File: config.mk
export PLATFORM = sky130hd
export DESIGN_NAME = uart_rx_fifo
export DESIGN_NICKNAME = d
export VERILOG_FILES = /design/src/rtl/uart_rx_fifo.sv
export SDC_FILE = /design/constraint.sdc
export NUM_CORES = 1
export LEC_CHECK = 0
export CAP_MARGIN = 5
export CORE_MARGIN = 10
export CORE_UTILIZATION = 50
export DETAILED_ROUTE_END_ITERATION = 16
export PLACE_DENSITY_LB_ADDON = 0.3
export SETUP_SLACK_MARGIN = 0.4
export SLEW_MARGIN = 20
export SYNTH_ARGS = -nofsm -noshare
export SYNTH_HDL_FRONTEND = slang
export SYNTH_SLANG_ARGS = --single-unit
File: constraint.sdc
create_clock -name clk -period 3.2 [get_ports clk]
set_input_delay 0.64 -clock clk [delete_from_list [all_inputs] [get_ports clk]]
set_output_delay 0.64 -clock clk [all_outputs]
set_load 0.02 [all_outputs]
File: src/rtl/uart_rx_fifo.sv
// uart_rx_fifo
// Oversampling asynchronous serial receiver with a small receive FIFO.
// Frames carry 5-8 data bits (chosen per frame), optional even/odd parity
// and one stop bit. Each completed word is queued together with its parity
// and framing error flags. The processor drains the queue with a one-cycle
// read strobe. Everything runs on the single clock clk.
//
// Ports:
//   clk          system clock, rising edge
//   reset        asynchronous active-high reset, clears all state
//   serial_in    raw serial line (idle high), asynchronous to clk
//   data_bits    11=5, 10=6, 01=7, 00=8 data bits (latched at frame start)
//   parity_mode  00/11 none, 01 even, 10 odd (latched at frame start)
//   data_read    one-cycle pop strobe for the FIFO head
//   data_out     FIFO head word, right-justified, zero when empty
//   parity_err   parity error flag of the head entry
//   frame_err    stop-bit error flag of the head entry
//   data_ready   FIFO holds at least one word
//   receiving    receiver is inside a frame (FSM not IDLE)
//   overrun      sticky: a completed word was dropped because FIFO was full
module uart_rx_fifo #(
  parameter int CLK_DIV    = 4,
  parameter int OVERSAMPLE = 16,
  parameter int FIFO_DEPTH = 4
) (
  input  logic       clk,
  input  logic       reset,
  input  logic       serial_in,
  input  logic [1:0] data_bits,
  input  logic [1:0] parity_mode,
  input  logic       data_read,
  output logic [7:0] data_out,
  output logic       parity_err,
  output logic       frame_err,
  output logic       data_ready,
  output logic       receiving,
  output logic       overrun
);

  localparam int TW = (CLK_DIV > 1) ? $clog2(CLK_DIV) : 1;
  localparam int SW = $clog2(OVERSAMPLE);
  localparam int PW = $clog2(FIFO_DEPTH);
  localparam int CW = PW + 1;

  localparam logic [TW-1:0] TICK_LAST = TW'(CLK_DIV - 1);
  localparam logic [SW-1:0] HALF_LAST = SW'(OVERSAMPLE / 2 - 1);
  localparam logic [SW-1:0] FULL_LAST = SW'(OVERSAMPLE - 1);
  localparam logic [CW-1:0] FULL_CNT  = CW'(FIFO_DEPTH);

  localparam logic [2:0] ST_IDLE   = 3'd0;
  localparam logic [2:0] ST_START  = 3'd1;
  localparam logic [2:0] ST_DATA   = 3'd2;
  localparam logic [2:0] ST_PARITY = 3'd3;
  localparam logic [2:0] ST_STOP   = 3'd4;

  logic          sync1, s, s_prev;
  logic [TW-1:0] tick_cnt;
  logic          tick;
  logic [2:0]    state;
  logic [SW-1:0] sc;
  logic [2:0]    bit_cnt;
  logic [7:0]    shreg;
  logic          par_bad;
  logic [1:0]    cfg_bits;
  logic [1:0]    cfg_par;
  logic          par_en;
  logic [2:0]    last_bit;
  logic          fall;
  logic          sample_now;
  logic          push;
  logic [9:0]    push_word;

  logic [9:0]    mem [FIFO_DEPTH];
  logic [PW-1:0] wr_ptr, rd_ptr;
  logic [CW-1:0] count;
  logic          full, empty, pop, wr_en;
  logic [9:0]    head;

  // Two-flop synchronizer plus one more stage for falling-edge detection.
  // All resets to 1 so that reset never looks like a start bit.
  always_ff @(posedge clk or posedge reset) begin
    if (reset) begin
      sync1  <= 1'b1;
      s      <= 1'b1;
      s_prev <= 1'b1;
    end else begin
      sync1  <= serial_in;
      s      <= sync1;
      s_prev <= s;
    end
  end

  always_ff @(posedge clk or posedge reset) begin
    if (reset) tick_cnt <= '0;
    else if (tick) tick_cnt <= '0;
    else tick_cnt <= tick_cnt + TW'(1);
  end

  assign tick     = (tick_cnt == TICK_LAST);
  assign fall     = s_prev & ~s;
  assign par_en   = cfg_par[0] ^ cfg_par[1];
  assign last_bit = 3'd7 - {1'b0, cfg_bits};

  // START samples half a bit after the edge; later states sample one full
  // bit period after the previous sample, which lands on each bit centre.
  assign sample_now = tick && ((state == ST_START) ? (sc == HALF_LAST)
                                                   : (sc == FULL_LAST));

  // Receive FSM. Data bits are written straight into their final position,
  // so short words come out right-justified with zero MSBs.
  always_ff @(posedge clk or posedge reset) begin
    if (reset) begin
      state    <= ST_IDLE;
      sc       <= '0;
      bit_cnt  <= '0;
      shreg    <= '0;
      par_bad  <= 1'b0;
      cfg_bits <= '0;
      cfg_par  <= '0;
    end else begin
      case (state)
        ST_IDLE: begin
          if (fall) begin
            state    <= ST_START;
            sc       <= '0;
            bit_cnt  <= '0;
            shreg    <= '0;
            par_bad  <= 1'b0;
            cfg_bits <= data_bits;
            cfg_par  <= parity_mode;
          end
        end
        ST_START, ST_DATA, ST_PARITY, ST_STOP: begin
          if (sample_now) begin
            sc <= '0;
            case (state)
              ST_START: state <= s ? ST_IDLE : ST_DATA;
              ST_DATA: begin
                shreg[bit_cnt] <= s;
                if (bit_cnt == last_bit) begin
                  bit_cnt <= '0;
                  state   <= par_en ? ST_PARITY : ST_STOP;
                end else begin
                  bit_cnt <= bit_cnt + 3'd1;
                end
              end
              ST_PARITY: begin
                par_bad <= (cfg_par == 2'b01) ? ((^shreg) ^ s) : ~((^shreg) ^ s);
                state   <= ST_STOP;
              end
              default: state <= ST_IDLE;
            endcase
          end else if (tick) begin
            sc <= sc + SW'(1);
          end
        end
        default: state <= ST_IDLE;
      endcase
    end
  end

  assign push      = (state == ST_STOP) && sample_now;
  assign push_word = {~s, par_bad, shreg};

  assign full  = (count == FULL_CNT);
  assign empty = (count == '0);
  assign pop   = data_read && !empty;
  // A full FIFO still accepts a word if the head leaves in the same cycle.
  assign wr_en = push && (!full || pop);

  always_ff @(posedge clk) begin
    if (wr_en) mem[wr_ptr] <= push_word;
  end

  always_ff @(posedge clk or posedge reset) begin
    if (reset) begin
      wr_ptr  <= '0;
      rd_ptr  <= '0;
      count   <= '0;
      overrun <= 1'b0;
    end else begin
      if (wr_en) wr_ptr <= wr_ptr + PW'(1);
      if (pop) rd_ptr <= rd_ptr + PW'(1);
      count <= count + CW'(wr_en) - CW'(pop);
      if (data_read) overrun <= 1'b0;
      else if (push && full) overrun <= 1'b1;
    end
  end

  assign head       = mem[rd_ptr];
  assign data_out   = empty ? 8'h00 : head[7:0];
  assign parity_err = empty ? 1'b0 : head[8];
  assign frame_err  = empty ? 1'b0 : head[9];
  assign data_ready = !empty;
  assign receiving  = (state != ST_IDLE);

endmodule
## After elaboration in Yosys (flattened, before gate mapping)

Memory sizes are Yosys's and may differ from the RTL's.
Cells that the tools add are included.

| word-level totals | value |
|---|---|
| flip-flop bits (word level) | 36 |
| RAM bits | 40 |
| bits of input ports | 8 |
| output and inout port bits | 13 |
| word-level logic and storage cells | 105 |
| memories kept | 1 |

| cells by class | value |
|---|---|
| $add $sub $neg | 8 |
| order comparisons | 2 |
| eq/ne operators | 16 |
| mux-type cells | 37 |
| bitwise operators | 5 |
| reduce and logical (&&, ||, !) cells | 21 |

Memory list:

| memory | words | bits a word | read ports | clocked after memory_dff | write ports | line | RTL |
|---|---|---|---|---|---|---|---|
| mem | 4 | 10 | 1 | 0 | 1 | 73 | `logic [9:0] mem [FIFO_DEPTH];` |

Operators with widths:

| operator | count |
|---|---|
| $mux W8 | 4 |
| $mux W3 | 8 |
| $pmux W8 S2 | 1 |
| $mux W1 | 12 |
| $mux W4 | 3 |
| $pmux W3 S2 | 2 |
| $pmux W3 S3 | 1 |
| $bwmux W8 | 1 |
| $ne A2 B2 Y1 const B | 4 |
| $pmux W4 S2 | 1 |
| $reduce_and A4 Y1 | 2 |
| $reduce_xor A8 Y1 | 1 |
| $add A2 B1 Y2 const B | 3 |
| $eq A3 B2 Y1 const B | 2 |
| $eq A3 B3 Y1 const B | 2 |
| $logic_and A1 B1 Y1 | 6 |
| $logic_not A3 Y1 | 2 |
| $ne A3 B3 Y1 const B | 2 |
| $reduce_and A3 Y1 | 2 |
| $add A4 B1 Y4 const B | 1 |
| $eq A4 B3 Y1 const B | 1 |
| $eq A4 B4 Y1 const B | 1 |
| $lt A3 B4 Y1 const B | 1 |
| $mux W2 | 2 |
| 20 further kinds | 24 |

## Logic depth before layout (Yosys ltp)

Gate-level depths: netlist of run 1.

| depth | value |
|---|---|
| depth after elaboration | 8 |
| depth in mapped cells | 12 |
| depth with buffers taken out | 11 |

## Least setup slack after synthesis of run 1

Ideal clock, no wire load.

| timing | value |
|---|---|
| path type | input to register |
| start | in data_read |
| end | reg count[2] |
| library setup time | 123 ps |
| arrival time | 2,402 ps |
| data required time | 3,077 ps |
| path slack | 676 ps |
| stages | 10 |
| buffers on the path | 1 |
| cell sequence | or4b_1 -> nor2b_1 -> clkbuf_1 -> inv_1 -> ha_1 -> inv_1 -> ha_1 -> fa_1 -> xnor2_1 -> xnor2_1 |

| on the way | value |
|---|---|
| longest elaborated chain between the ends | 5 |

RTL lines:

| item | line | RTL |
|---|---|---|
| start: declaration | 31 | `input logic data_read,` |
| $logic_and A1 B1 Y1 * | 167 | `assign pop = data_read && !empty;` |
| $logic_or A1 B1 Y1 | 169 | `assign wr_en = push && (!full \|\| pop);` |
| $logic_and A1 B1 Y1 | 169 |  |
| $add A3 B1 Y3 | 184 | `count <= count + CW'(wr_en) - CW'(pop);` |
| $sub A3 B1 Y3 * | 184 |  |
| end signal: assignment | 184 |  |
| end: declaration | 75 | `logic [CW-1:0] count;` |

Every way passes the cells marked *; elsewhere a longest branch is shown, timed or not.
A chain may end at the register's enable or synchronous reset.

## Worst setup path after layout of run 1

| timing | value |
|---|---|
| start | reg rd_ptr[0] |
| end | out data_out[6] |

| on the way | value |
|---|---|
| longest elaborated chain between the ends | 2 |

RTL lines:

| item | line | RTL |
|---|---|---|
| start: declaration | 74 | `logic [PW-1:0] wr_ptr, rd_ptr;` |
| start signal: assignment | 183 | `if (pop) rd_ptr <= rd_ptr + PW'(1);` |
| $mem_v2 Z4 W10 | -- |  |
| $mux W8 | 191 | `assign data_out = empty ? 8'h00 : head[7:0];` |
| end: declaration | 32 | `output logic [7:0] data_out,` |

No other way between the ends.

==> impl_metrics.tcl, run 1 <==
set metrics [dict create \
    outcome "complete, no violations" \
    crit_fanout 5 \
    regToRegEndpoint "count[2]" \
    dr_total_vias 1996 \
    via_per_inst 5.47 \
    place_congestion 0.769 \
    detail-route-antenna-nets 0 \
    synth-edff-count 40 \
    areaGrowthSynthToFinish_pct 15.0 \
    fillers 549 \
    clockBufferDepth 2 \
    dr.pass1.iters 4 \
    clk_pin_slew_worst_paths_ns 0.08 \
    r2r-start "tick_cnt[0]" \
    hold_class "reg2reg" \
    synth_nets 277 \
    postSynthCellCount 258 \
    utilization_pct 59.0 \
    postCtsHoldBufs 0 \
    fmax_mhz 370 \
    antenna_found_initial 0 \
    first_global_vias 2058 \
    required_ns 2.56 \
    power.density_nw_per_um2 811 \
    setup.worst_path.start_class "flip-flop" \
    min_from "sync1" \
    min_to "s" \
    netlist_area_um2 3470 \
    hpwl_mm 4.03 \
    boundaryPins 21 \
    synth_warnings 0 \
    fin_crit_sh_pct 84.5 \
    diodes 0 \
    cts_max_level 3 \
    leakagePower_nw 1.69 \
    rsz0062_at_grt "yes" \
    start_util_pct 51.4 \
    cts_root_buffer "clkbuf_8" \
    drc 0 \
    ff2ff_setup_slack_ns 0.54 \
    setup_viol 0 \
    total_power_w 0.00324 \
    yosys.area.top_type "edfxtp_1" \
    cp-end-kind "output port" \
    drt-initial-drc-count 69 \
    worst-r2r-cell-count 11 \
    synth_seq_cells 76 \
    synthTopCellsByCount "edfxtp_1 (40), dfrtp_1 (33), nand2_1 (25)" \
    cts_setup_buffers 0 \
    drv_cap 0 \
    ys_top_cells_by_area "edfxtp_1 (35%), dfrtp_1 (24%), mux4_2 (6.5%)" \
    grt_max_degree 19 \
    portBuffers 20 \
    track_usage_pct 12.1 \
    synth_top_area_share_pct 34.6 \
    yosysUniqueCellTypes 49 \
    vdd_drop_max_mv 0.460 \
    die_h_um 103 \
    numCtsBuffers 9 \
    hold_violations 0 \
    fp.dieArea_um2 10700 \
    fp-row-count 30 \
    worst_slew_pin_slew_ns 0.536 \
    async_reset_ff_share_pct 47.4 \
    cp.arrival_ns 2.07 \
    die_w_um 103 \
    slew_headroom_pct 64.3 \
    drive_gt1_share_pct 14.4 \
    cts.sinks 76 \
    fin_nets 299 \
    grt_first_pass_wirelength_mm 9.80 \
    drt_wl_total_mm 5.80 \
    synth_ff_type "edfxtp_1" \
    whs_path_depth 0 \
    seq_area_frac_synth_pct 60.7 \
    fin_skew_ns 0.00632 \
    clkLatencyLatePin_ns 0.35 \
    yosysMostFrequentCell "edfxtp_1" \
    grt-ovfl-total 0 \
    maxSlewViolCount 0 \
    core_area_um2 6760 \
    tns_ns 0 \
    period_needed_ns 2.71 \
    critPathKind "reg2out" \
    cts_tree "yes" \
    avgSynthCellArea_um2 13.4 \
    wl_per_cell_um 15.9 \
]
==> state kept, by name (all words and copies together) (netlist names), 2 cells and up <==
signal and cells:
mem 40, shreg 8, sc 4, bit_cnt 3, count 3, state 3, cfg_bits 2, cfg_par 2
rd_ptr 2, tick_cnt 2, wr_ptr 2
==> report_power, final <==
group	leakage, nW	internal, W	total [W]	switching, W
sequential	0.859	0.00120	0.00142	0.000216
clock	0.102	0.000439	0.000789	0.000350
combinational	0.732	0.000543	0.00103	0.000483
total	1.69	0.00219	0.00324	0.00105
==> layout make-up <==
class / instances / area [um2] / area share (%)
flip-flops and latches: 76 / 2110 / 52.8
inverters: 11 / 41.3 / 1.04
well taps: 80 / 100 / 2.51
repair buffers: 24 / 248 / 6.21
multi-input cells: 158 / 1280 / 32.0
clock inverters: 6 / 88.8 / 2.23
clock buffers: 10 / 128 / 3.20
==> timing repair <==
item	CTS	global route
cloned	0	0
endpoints found under the hold margin	0	0
resized for setup	1	9
pin swaps	0	0
endpoints found under the setup margin	1	11
==> per-layer routing <==
layer  part of all wire [%]  track usage (%)  vias up
met5                      0                0        -
met3                    3.2             3.39       10
li1                       -                -      980
met4                    2.4             6.10        0
met2                     48             19.4       31
met1                     47             14.6      975
==> layout by cell type, fill, tap and decap left out, types with 2 or more instances in the layout <==
cell type        netlist  layout
o211ai_1               4       4
clkdlybuf4s50_1        0      13
xor2_1                 4       4
bufinv_16              0       2
inv_1                 10      10
mux2i_1                4       4
o22ai_1                2       2
mux4_2                10      10
edfxtp_1              40      40
clkinvlp_4             0       2
dfrtp_1               33      32
o21ai_1                2       2
a21oi_1                2       2
and3_1                 2       2
o21ai_0                9       9
buf_4                  0       4
nand2b_1               3       3
ha_1                  10      10
clkbuf_8               0       9
xnor2_1               11      11
nor3_1                 2       2
nand3b_1               3       3
dlymetal6s2s_1         0       7
nand2_1               25      25
nand3_1                7       7
dfstp_2                3       3
a22o_1                 4       4
or4b_1                 3       3
o31ai_1                5       5
and2_1                16      16
a21o_1                 3       3
nor2_1                 6       6
==> worst max-delay path by stage <==
stage                      from          end  cells past startpoint
floorplan             data_read     count[2]                     10
global placement      data_read     count[2]                     10
CTS                   rd_ptr[1]    frame_err                      3
global route        tick_cnt[0]     count[2]                     11
detailed placement    data_read     count[2]                     10
finish                rd_ptr[0]  data_out[6]                      4
==> per-stage QoR <==
step / worst slack, ns / std cells / hold slack [ns] / instance area [um2]
global placement: 0.266 / 349 / 0.347 / 3750
finish: 0.494 / 365 / 0.360 / 3990
floorplan: 0.676 / 258 / 0.345 / 3470
CTS: 0.407 / 365 / 0.363 / 3970
detailed placement: 0.123 / 349 / 0.352 / 3750
global route: 0.351 / 365 / 0.369 / 3990
==> critical path, cell delays in order, from the launching register on <==
cell and delay, ns:
dfrtp_1 0.36, buf_4 0.17, mux4_2 0.49, and2_1 0.16, clkdlybuf4s50_1 0.53
==> cells by family (layout without fill, tap and decap cells) <==
group	count (synthesis)	after routing	synth area share, %
simple gates	78	78	12.5
flops	76	76	60.7
compound gates	38	38	7.47
buf+inv	24	51	2.74
xor+xnor	16	16	4.44
mux	15	15	7.97
fa+ha+maj	11	11	4.18
No activity file was read; power rests on OpenSTA's default activity.
==> run 2: changes to the inputs <==
==> constraint.sdc (replaced) <==
create_clock -name clk -period 2.3 [get_ports clk]
set_input_delay 0.46 -clock clk [delete_from_list [all_inputs] [get_ports clk]]
set_output_delay 0.46 -clock clk [all_outputs]
set_load 0.02 [all_outputs]
==> run 2 against run 1 <==
Effect of this change: critical path depth rose by 7; setup slack got worse by 0.44 ns; largest power group is now combinational cells; highest routed layer unchanged; cell count grew 11%; critical path type is now reg2reg; sequential share of layout area down 6.8 points; worst hold slack worse by 0.0025 ns; clock skew up 0.0025 ns.
==> impl_metrics.tcl, run 2 (synthesized netlist as in run 1, its figures left out) <==
set metrics [dict create \
    fp-row-count 30 \
    seq_power_share_pct 37.1 \
    postCtsHoldBufs 0 \
    cp-end-kind "flip-flop" \
    detail-route-antenna-nets 0 \
    top_regs "mem (40), shreg (8), sc (4)" \
    portBuffers 20 \
    p_sw_share_pct 32.7 \
    drt_wl_total_mm 7.20 \
    dr_total_vias 2240 \
    fin_nets 339 \
    first_global_vias 2256 \
    leakagePower_nw 1.92 \
    cp.arrival_ns 2.53 \
    place_congestion 0.812 \
    cts_root_buffer "clkbuf_8" \
    hold_violations 0 \
    pwr-share-comb_pct 41.7 \
    vdd_drop_max_mv 0.555 \
    top_register "mem" \
    largest_register_ffs 40 \
    setup.worst_path.start_class "flip-flop" \
    drc 0 \
    grt_first_pass_wirelength_mm 11.1 \
    grt-ovfl-total 0 \
    boundaryPins 21 \
    worst_slew_pin_slew_ns 0.514 \
    hpwl_mm 4.19 \
    clk_pin_slew_worst_paths_ns 0.08 \
    fillers 473 \
    antenna_found_initial 0 \
    maxSlewViolCount 0 \
    crit_fanout 2 \
    clkLatencyLatePin_ns 0.35 \
    areaGrowthSynthToFinish_pct 32.0 \
    drive_gt1_share_pct 39.1 \
    final_common_cell "edfxtp_1" \
    die_h_um 103 \
    power.density_nw_per_um2 1140 \
    outcome "complete, no violations" \
    core_area_um2 6760 \
    diodes 0 \
    netSwitchingPower_w 0.00170 \
    grt_max_degree 37 \
    period_needed_ns 2.25 \
    fin_crit_sh_pct 97.7 \
    cts_tree "yes" \
    start_util_pct 51.4 \
    cts.sinks 76 \
    layout_setup_ws_ns 0.0518 \
    slew_headroom_pct 65.7 \
    via_per_inst 5.53 \
    p_int_w 0.00350 \
    numCtsBuffers 9 \
    fmax_mhz 445 \
    track_usage_pct 13.8 \
    post-place-ws_ns -0.324 \
    dr.pass1.iters 4 \
    die_w_um 103 \
    clockPowerShare_pct 21.3 \
    required_ns 2.58 \
    layout_common_cells "edfxtp_1 (40), dfrtp_1 (31), nand2_1 (25), buf_4 (25), buf_6 (22)" \
    cts_max_level 3 \
    fp.dieArea_um2 10700 \
    fin_skew_ns 0.00882 \
    total_power_w 0.00520 \
    clockBufferDepth 2 \
    wl_per_cell_um 17.8 \
    setup_viol 0 \
    hold_class "reg2reg" \
    drt-initial-drc-count 78 \
    rsz0062_at_grt "yes" \
    critPathKind "reg2reg" \
    drv_cap 0 \
]
-- run 2: what timing repair did --
item | 4_1_cts | 5_1_grt
gates cloned | 5 | 1
buffers inserted | 10 | 10
resized for setup | 105 | 32
setup endpoints to repair | 58 | 63
hold endpoints to repair | 0 | 0
pin swaps | 20 | 18
-- run 2: power groups by stage --
stage / Clock (W) / Sequential [W] / Combinational, W
2_1_floorplan: 0 / 0.00183 / 0.00121
3_3_place_gp: 0 / 0.00191 / 0.00168
3_5_place_dp: 0 / 0.00193 / 0.00171
4_1_cts: 0.00111 / 0.00191 / 0.00197
5_1_grt: 0.00119 / 0.00196 / 0.00236
6_report: 0.00111 / 0.00193 / 0.00217
-- run 2: critical path, stage by stage, from the launching register on --
cell and delay, ns:
dfrtp_1 0.40, ha_4 0.15, and4_4 0.24, nand3_4 0.09, nor2b_4 0.13, inv_2 0.05
ha_4 0.25, inv_2 0.04, ha_4 0.15, fa_2 0.35, xnor2_2 0.18, xnor2_1 0.14
-- run 2: through the flow --
stage / std cells / area, um2 / util (%) / hold WS [ns] / setup TNS [ns]
2_1_floorplan: 258 / 3500 / - / 0.345 / -0.0481
3_3_place_gp: 363 / 3890 / 57.6 / 0.348 / -0.820
3_5_place_dp: 363 / 3890 / 57.6 / 0.347 / -2.34
4_1_cts: 394 / 4340 / 64.3 / 0.358 / 0
5_1_grt: 405 / 4580 / 67.8 / 0.366 / -0.0303
6_report: 405 / 4580 / 67.8 / 0.357 / 0
-- run 2: area by class of cell --
type / count / area [um2] / share of cell area (%)
Clock inverter: 6 / 87.6 / 1.91
Tap cell: 80 / 100 / 2.19
Sequential cell: 76 / 2110 / 46.0
Clock buffer: 10 / 128 / 2.79
Inverter: 11 / 41.3 / 0.902
Timing Repair Buffer: 60 / 617 / 13.5
Multi-Input combinational cell: 162 / 1500 / 32.7
-- run 2: per-layer routing --
metal | share of wire [%] | track usage (%) | up-vias | wire (um)
met5 | 0 | 0 | - | 0
met4 | 2.4 | 6.20 | 0 | 176
met3 | 3.1 | 3.99 | 20 | 223
met2 | 52 | 22.7 | 49 | 3750
met1 | 42 | 16.4 | 1103 | 3050
li1 | - | - | 1068 | -
-- run 2: path summary, 6_finish.rpt --
kind	start	end	slack (ns)	depth (start not counted)
worst min-delay path	sync1	s	0.36	0
worst min register to register	sync1	s	0.36	0
worst max register to register	tick_cnt[0]	count[2]	0.05	11
min in group asynchronous	reset	tick_cnt[0]	0.52	3
worst max-delay path	tick_cnt[0]	count[2]	0.05	11
max in group asynchronous	reset	state[2]	1.42	3
